===== src/rtl/tetris_pkg.sv =====
// Shared board defaults, FSM state encoding and small helpers for the row-clear engine.
package tetris_pkg;

    localparam int unsigned BoardWDefault = 10;
    localparam int unsigned BoardHDefault = 24;
    localparam int unsigned CellW = 6;
    localparam int unsigned AddrW = 8;
    localparam logic [CellW-1:0] EmptyColourDefault = 6'b000000;

    typedef enum logic [2:0] {
        StIdle,
        StCheck,
        StCopy,
        StFill,
        StDone
    } state_e;

    // Signed so a row index can step one below zero when the scan wraps.
    typedef logic signed [7:0] row_t;

    function automatic logic [2:0] sat_inc(input logic [2:0] v);
        return (v >= 3'd4) ? 3'd4 : v + 3'd1;
    endfunction

    // Where the pass goes once row 0 has been dealt with.
    function automatic state_e after_last_row(input row_t dst);
        return (dst < 0) ? StDone : StFill;
    endfunction

endpackage


===== src/rtl/clear_rows_if.sv =====
// Control and board-RAM bus of the row-clear engine; master is the engine, slave the environment.
interface clear_rows_if;

    logic                             start;
    logic [tetris_pkg::CellW-1:0]     ram_Q;
    logic [tetris_pkg::AddrW-1:0]     ram_addr;
    logic [tetris_pkg::CellW-1:0]     ram_data;
    logic                             ram_wren;
    logic                             busy;
    logic                             done;
    logic [2:0]                       rows_cleared;

    modport master (
        input  start, ram_Q,
        output ram_addr, ram_data, ram_wren, busy, done, rows_cleared
    );

    modport slave (
        output start, ram_Q,
        input  ram_addr, ram_data, ram_wren, busy, done, rows_cleared
    );

endinterface


===== src/rtl/coord_to_addr.sv =====
// Linear board-RAM address from a cell coordinate: y * BOARD_W + x.
module coord_to_addr #(
    parameter int unsigned BOARD_W = 10
) (
    input  logic [4:0] x,
    input  logic [4:0] y,
    output logic [7:0] addr
);

    assign addr = 8'((32'(y) * BOARD_W) + 32'(x));

endmodule


===== src/rtl/clear_rows.sv =====
// Removes full rows from the board RAM and compacts the rest downward, one RAM access per cycle.
// Optional CLEAR_ROWS_TOTAL_EN adds a saturating lines_total accumulator output.
module clear_rows
    import tetris_pkg::*;
#(
    parameter int unsigned      BOARD_W      = BoardWDefault,
    parameter int unsigned      BOARD_H      = BoardHDefault,
    parameter logic [CellW-1:0] EMPTY_COLOUR = EmptyColourDefault
) (
    input logic          clk,
    input logic          resetn,
    clear_rows_if.master bus
`ifdef CLEAR_ROWS_TOTAL_EN
    ,
    output logic [9:0]   lines_total
`endif
);

    localparam logic [4:0] ChkLast  = 5'(BOARD_W);
    localparam logic [4:0] CopyLast = 5'(2 * BOARD_W - 1);
    localparam logic [4:0] FillLast = 5'(BOARD_W - 1);
    localparam row_t       TopRow   = row_t'(BOARD_H - 1);

    state_e           state_q, state_d;
    logic [4:0]       x_q, x_d;
    row_t             src_q, src_d, dst_q, dst_d;
    logic [2:0]       cnt_q, cnt_d, rows_cleared_q;
    logic             full_q, full_d;
    logic             cell_full, row_full;
    logic [4:0]       col, row;
    logic [7:0]       addr;
    logic [CellW-1:0] wdata;
    logic             wren;

    assign cell_full = (bus.ram_Q != EMPTY_COLOUR);
    assign row_full  = full_q & cell_full;

    always_ff @(posedge clk or negedge resetn) begin
        if (!resetn) begin
            state_q        <= StIdle;
            x_q            <= '0;
            src_q          <= '0;
            dst_q          <= '0;
            cnt_q          <= '0;
            full_q         <= 1'b1;
            rows_cleared_q <= '0;
        end else begin
            state_q <= state_d;
            x_q     <= x_d;
            src_q   <= src_d;
            dst_q   <= dst_d;
            cnt_q   <= cnt_d;
            full_q  <= full_d;
            if (state_q == StDone) rows_cleared_q <= cnt_q;
        end
    end

    always_comb begin
        state_d = state_q;
        x_d     = x_q;
        src_d   = src_q;
        dst_d   = dst_q;
        cnt_d   = cnt_q;
        full_d  = full_q;
        case (state_q)
            StIdle: begin
                if (bus.start) begin
                    src_d   = TopRow;
                    dst_d   = TopRow;
                    cnt_d   = '0;
                    x_d     = '0;
                    state_d = StCheck;
                end
            end
            StCheck: begin
                // Read data lags the address by one cycle, so cell x is judged at phase x+1.
                x_d    = x_q + 5'd1;
                full_d = (x_q == 5'd0) ? 1'b1 : row_full;
                if (x_q == ChkLast) begin
                    x_d = '0;
                    if (row_full) begin
                        cnt_d = sat_inc(cnt_q);
                        src_d = src_q - 8'sd1;
                        if (src_q == 8'sd0) state_d = after_last_row(dst_q);
                    end else if (src_q == dst_q) begin
                        src_d = src_q - 8'sd1;
                        dst_d = dst_q - 8'sd1;
                        if (src_q == 8'sd0) state_d = after_last_row(dst_q - 8'sd1);
                    end else begin
                        state_d = StCopy;
                    end
                end
            end
            StCopy: begin
                x_d = x_q + 5'd1;
                if (x_q == CopyLast) begin
                    x_d     = '0;
                    src_d   = src_q - 8'sd1;
                    dst_d   = dst_q - 8'sd1;
                    state_d = (src_q == 8'sd0) ? after_last_row(dst_q - 8'sd1) : StCheck;
                end
            end
            StFill: begin
                x_d = x_q + 5'd1;
                if (x_q == FillLast) begin
                    x_d   = '0;
                    dst_d = dst_q - 8'sd1;
                    if (dst_q == 8'sd0) state_d = StDone;
                end
            end
            StDone:  state_d = StIdle;
            default: state_d = StIdle;
        endcase
    end

    // Even COPY phases read the source cell, odd phases write it to the destination.
    always_comb begin
        col   = '0;
        row   = '0;
        wren  = 1'b0;
        wdata = EMPTY_COLOUR;
        case (state_q)
            StCheck: begin
                col = x_q;
                row = 5'(src_q);
            end
            StCopy: begin
                col = {1'b0, x_q[4:1]};
                row = x_q[0] ? 5'(dst_q) : 5'(src_q);
                if (x_q[0]) begin
                    wren  = 1'b1;
                    wdata = bus.ram_Q;
                end
            end
            StFill: begin
                col  = x_q;
                row  = 5'(dst_q);
                wren = 1'b1;
            end
            default: ;
        endcase
    end

    coord_to_addr #(
        .BOARD_W(BOARD_W)
    ) u_coord_to_addr (
        .x   (col),
        .y   (row),
        .addr(addr)
    );

    assign bus.ram_addr     = addr;
    assign bus.ram_data     = wdata;
    assign bus.ram_wren     = wren;
    assign bus.busy         = (state_q != StIdle);
    assign bus.done         = (state_q == StDone);
    assign bus.rows_cleared = rows_cleared_q;

`ifdef CLEAR_ROWS_TOTAL_EN
    logic [10:0] total_sum;

    assign total_sum = {1'b0, lines_total} + 11'(cnt_q);

    always_ff @(posedge clk or negedge resetn) begin
        if (!resetn) begin
            lines_total <= '0;
        end else if (state_q == StDone) begin
            lines_total <= (total_sum > 11'd999) ? 10'd999 : total_sum[9:0];
        end
    end
`endif

endmodule


===== src/flat_wrapper.sv =====
// flat-port wrapper written by rule: the top's interface ports become plain ports
module clear_rows_flat import tetris_pkg::*;
#(
    parameter int unsigned      BOARD_W      = BoardWDefault,
    parameter int unsigned      BOARD_H      = BoardHDefault,
    parameter logic [CellW-1:0] EMPTY_COLOUR = EmptyColourDefault
)
  (clk, resetn, bus_start, bus_ram_Q, bus_ram_addr, bus_ram_data, bus_ram_wren, bus_busy, bus_done, bus_rows_cleared);
  clear_rows_if bus_i ();
  input logic clk;
  input logic resetn;
  input wire logic [$bits(bus_i.start)-1:0] bus_start;
  input wire logic [$bits(bus_i.ram_Q)-1:0] bus_ram_Q;
  output wire logic [$bits(bus_i.ram_addr)-1:0] bus_ram_addr;
  output wire logic [$bits(bus_i.ram_data)-1:0] bus_ram_data;
  output wire logic [$bits(bus_i.ram_wren)-1:0] bus_ram_wren;
  output wire logic [$bits(bus_i.busy)-1:0] bus_busy;
  output wire logic [$bits(bus_i.done)-1:0] bus_done;
  output wire logic [$bits(bus_i.rows_cleared)-1:0] bus_rows_cleared;
  assign bus_i.start = bus_start;
  assign bus_i.ram_Q = bus_ram_Q;
  assign bus_ram_addr = bus_i.ram_addr;
  assign bus_ram_data = bus_i.ram_data;
  assign bus_ram_wren = bus_i.ram_wren;
  assign bus_busy = bus_i.busy;
  assign bus_done = bus_i.done;
  assign bus_rows_cleared = bus_i.rows_cleared;
  clear_rows #(.BOARD_W(BOARD_W), .BOARD_H(BOARD_H), .EMPTY_COLOUR(EMPTY_COLOUR)) u_core (.clk(clk), .resetn(resetn), .bus(bus_i));
endmodule

===== config.mk =====
export PLATFORM = sky130hd
export DESIGN_NAME = clear_rows_flat
export DESIGN_NICKNAME = d
export VERILOG_FILES = /design/src/rtl/tetris_pkg.sv /design/src/rtl/clear_rows_if.sv /design/src/rtl/coord_to_addr.sv /design/src/rtl/clear_rows.sv /design/src/flat_wrapper.sv
export SDC_FILE = /design/constraint.sdc
export NUM_CORES = 1
export LEC_CHECK = 0
export ABC_CLOCK_PERIOD_IN_PS = 7550
export BUFFER_PORTS_ARGS = -buffer_cell sky130_fd_sc_hd__buf_2
export CAP_MARGIN = 20
export CORE_MARGIN = 2
export CORE_UTILIZATION = 60
export CTS_BUF_LIST = sky130_fd_sc_hd__clkbuf_4 sky130_fd_sc_hd__clkbuf_8 sky130_fd_sc_hd__clkbuf_16
export DETAILED_ROUTE_END_ITERATION = 6
export PLACE_DENSITY = 0.81
export SYNTH_ARGS = -nofsm -noshare
export SYNTH_HDL_FRONTEND = slang
export SYNTH_SLANG_ARGS = --single-unit

===== constraint.sdc =====
create_clock -name clk -period 7.55 [get_ports clk]
set_clock_uncertainty 0.15 [all_clocks]
set_input_delay 1.51 -clock clk [delete_from_list [all_inputs] [get_ports clk]]
set_output_delay 1.51 -clock clk [all_outputs]
set_load 0.02 [all_outputs]

==> flow_summary_export.csv <==
group,metric,value,unit
synthesis,yosys_warns,0,
grt,grt_antenna_before_repair,0,
synthesis,syn-cell-area,2650,µm²
die,std_cell_rows,24,
die,design.die.area,4960,µm²
grt,grt_first_pass_wirelength,10.9,mm
synthesis,synth.net_count,327,
timing,rsz0062_at_grt,"no",
critical_path,slack_of_the_worst_reg_to_reg_path,4.90,ns
clocking,h-tree-depth,2,
synthesis,adder_cell_share_of_the_synthesized_area,10.5,%
clocking,cts_post_setup_buffers_inserted,0,
clocking,numClockSinks,31,
die,top_level_ports,29,
timing,report.final.setup_viol,0,
drt,detailroute.via_count,2427,
grt,via_count_of_the_first_global_routing_pass,2309,
grt,largest_net_degree_at_the_start_of_global_routing,32,
synthesis,synth_area_per_cell,8.91,µm²
synthesis,post_synthesis_mux_area_share,5.11,%
drt,viasPerCell,6.56,
timing,final_hold_viol_count,0,
synthesis,dominant_combinational_cell_family_by_area_after_synthesis,"simple AND/OR/NAND/NOR gates",
die,die-width,70.4,µm
die,initial_utilization,61.6,%
job,timing.max_cap.violations,0,
clocking,cts-root-to-sink-buffers,2,
synthesis,edff_count_synth,0,
timing,worst_slew_margin_rel,35.3,%
critical_path,worst_ep_required_time,5.89,ns
timing,finalHoldWorstSlack,0.355,ns
timing,fin_crit_sh,70.6,%
timing,layout_min_cycle_time,5.33,ns
cells_and_area,ant_diodes,0,
timing,slew_viol_final,0,
drt,routed_wire_length_per_instance,17.2,µm
synthesis,post-synth-top-count-cell,"sky130_fd_sc_hd__nor2_1",
die,fp.dieH,70.4,µm
synthesis,synth-compound-area-share,20.8,%
critical_path,worst-endpoint-arrival,3.67,ns
drt,drt-pass1-iter-count,5,
synthesis,synth_cell_types,69,
critical_path,critical_path.startpoint_type,"flop",
clocking,tritoncts,"yes",
clocking,clk_transition_reported_paths,0.07,ns
cells_and_area,fin_nets,347,
drt,ant_nets,0,
synthesis,async_reset_ff_share,100,%
clocking,cts_buffers,5,
grt,globalRouteOverflowTotal,0,
critical_path,worstPathMaxFanout,20,
synthesis,synth-main-ff-cell,"sky130_fd_sc_hd__dfrtp_1",
critical_path,worst_setup_path_end_kind,"primary output",
synthesis,yosys.area_share.simple,23.9,%
synthesis,synthesis.instances,297,
die,core_area,4290,µm²
timing,max_freq,0.188,GHz
clocking,clock_root_buffer,"sky130_fd_sc_hd__clkbuf_8",
cells_and_area,utilization,67.4,%
critical_path,worstRegToRegCells,5,
synthesis,part_of_the_yosys_area_used_for_sequential_elements,29.4,%
timing,worst_slew_pin_slew,0.970,ns
grt,track_usage,27.4,%
critical_path,timing_worst_setup_path_type,"reg2out",
clocking,cts-resized-gates,0,
placed_design,post-dp-hpwl,4.68,mm
run_status,status,"finished, final reports clean",
cells_and_area,area_growth_from_synthesis_to_layout,9.31,%
synthesis,synthTopCellsByCount,"sky130_fd_sc_hd__nor2_1 (33), sky130_fd_sc_hd__dfrtp_1 (30), sky130_fd_sc_hd__ha_1 (19)",
clocking,postCtsHoldBufs,0,
synthesis,synth_area_leaders,"sky130_fd_sc_hd__dfrtp_1 (28%), sky130_fd_sc_hd__ha_1 (9.0%), sky130_fd_sc_hd__nor2_1 (4.7%), sky130_fd_sc_hd__xnor2_1 (4.0%), sky130_fd_sc_hd__mux2_2 (3.4%)",
drt,detail_route.iter0.violations,171,
drt,drcViolationCount,0,
placed_design,globalplace.congestion,0.998,
cells_and_area,drive_gt1_share,19.5,%
synthesis,synth_top_area_cell,"sky130_fd_sc_hd__dfrtp_1",
timing,fin_tns_setup,0,ns
worst_hold_path,min_delay_path_depth,2,
synthesis,synth.ff_latch_count,31,
drt,drt_wl_total,6.36,mm
synthesis,synth_top_cell_area_share,28.4,%
synthesis,xor_and_xnor_area_share_after_synthesis,5.63,%
clocking,worst_skew_pair.late_latency,0.29,ns
placed_design,count_of_port_buffers_added_during_placement,28,
worst_hold_path,holdCritPathClass,"reg2reg",
[worst max-delay path: stages (launching register included)]
cell	delay, ns
sky130_fd_sc_hd__dfrtp_1	0.72
sky130_fd_sc_hd__nand2b_1	0.20
sky130_fd_sc_hd__a21bo_2	0.26
sky130_fd_sc_hd__a22oi_1	0.20
sky130_fd_sc_hd__nor2_1	0.12
sky130_fd_sc_hd__ha_1	0.33
sky130_fd_sc_hd__ha_1	0.23
sky130_fd_sc_hd__fa_1	0.39
sky130_fd_sc_hd__xor2_1	0.23
sky130_fd_sc_hd__nand2_1	0.08
sky130_fd_sc_hd__nor2_1	0.12
sky130_fd_sc_hd__xor2_1	0.19
sky130_fd_sc_hd__xnor2_1	0.13
sky130_fd_sc_hd__buf_2	0.18
[registers in the layout, indices dropped and copies added, names as in the netlist]
name / count
u_core.bus.rows_cleared: 3
u_core.x_q: 5
u_core.src_q: 8
u_core.dst_q: 8
u_core.state_q: 3
u_core.cnt_q: 3
u_core.full_q: 1
[metal layers]
metal | wire [µm] | track usage (%) | vias to the layer above
met5 | 0 | 0 | -
met4 | 86 | 7.91 | 0
met3 | 499 | 4.47 | 12
met2 | 2990 | 43.6 | 125
met1 | 2780 | 38.4 | 1152
li1 | - | - | 1138
[placed cells by master, fill, tap and decap left out, types with 3 or more instances in the layout]
master                      n
sky130_fd_sc_hd__and3_1     6
sky130_fd_sc_hd__xor2_1     5
sky130_fd_sc_hd__dfrtp_1   30
sky130_fd_sc_hd__xnor2_1   12
sky130_fd_sc_hd__ha_1      19
sky130_fd_sc_hd__inv_1     12
sky130_fd_sc_hd__mux2_2     8
sky130_fd_sc_hd__nor3_1     7
sky130_fd_sc_hd__mux2i_1    3
sky130_fd_sc_hd__nand2_1   18
sky130_fd_sc_hd__nand2b_1   3
sky130_fd_sc_hd__clkbuf_8   5
sky130_fd_sc_hd__or4_1      3
sky130_fd_sc_hd__a21oi_1   11
sky130_fd_sc_hd__a21o_1     8
sky130_fd_sc_hd__or3_1      5
sky130_fd_sc_hd__nand4_1    4
sky130_fd_sc_hd__o21ai_0    7
sky130_fd_sc_hd__nand3_1    6
sky130_fd_sc_hd__a31oi_1    6
sky130_fd_sc_hd__and4_1     3
sky130_fd_sc_hd__nor2_1    33
sky130_fd_sc_hd__nor2b_1    4
sky130_fd_sc_hd__nor4_1     7
sky130_fd_sc_hd__buf_2     28
sky130_fd_sc_hd__a22oi_1    8
sky130_fd_sc_hd__o31ai_1    5
[path summary, 6_finish.rpt]
| kind | endpoint | startpoint |
|---|---|---|
| max | bus_ram_addr[7] | u_core.state_q[1]$_DFFE_PN0P_ |
| min | u_core.full_q$_DFFE_PN1P_ | u_core.full_q$_DFFE_PN1P_ |
| max reg2reg | u_core.dst_q[2]$_DFFE_PN0P_ | u_core.state_q[1]$_DFFE_PN0P_ |
| min reg2reg | u_core.full_q$_DFFE_PN1P_ | u_core.full_q$_DFFE_PN1P_ |
| max in group asynchronous | u_core.src_q[2]$_DFFE_PN0P_ | resetn |
| min in group asynchronous | u_core.dst_q[0]$_DFFE_PN0P_ | resetn |
[stage by stage]
step	setup slack (ns)	cell area (µm²)	std cells
6_report	2.22	2890	370
3_5_place_dp	2.54	2780	362
2_1_floorplan	2.81	2650	297
3_3_place_gp	2.67	2780	362
5_1_grt	1.91	2890	370
4_1_cts	2.22	2890	370
[cells by family after synthesis]
kind of cell / Yosys count
compound gates: 73
xor+xnor: 17
mux: 12
simple gates: 115
fa+ha+maj: 21
flops: 31
buf+inv: 28
[final cells by class]
cell class / instances / area [µm²]
Multi-Input combinational cell: 238 / 1740
Fill cell: 358 / 1400
Sequential cell: 31 / 777
Timing Repair Buffer: 29 / 148
Clock buffer: 7 / 83.8
Tap cell: 52 / 65.1
Inverter: 12 / 45.0
Clock inverter: 1 / 30.0
Power is left out: the tool's default activity adds up to more than one toggle a clock period on the data nets, which glitch-free logic cannot reach.
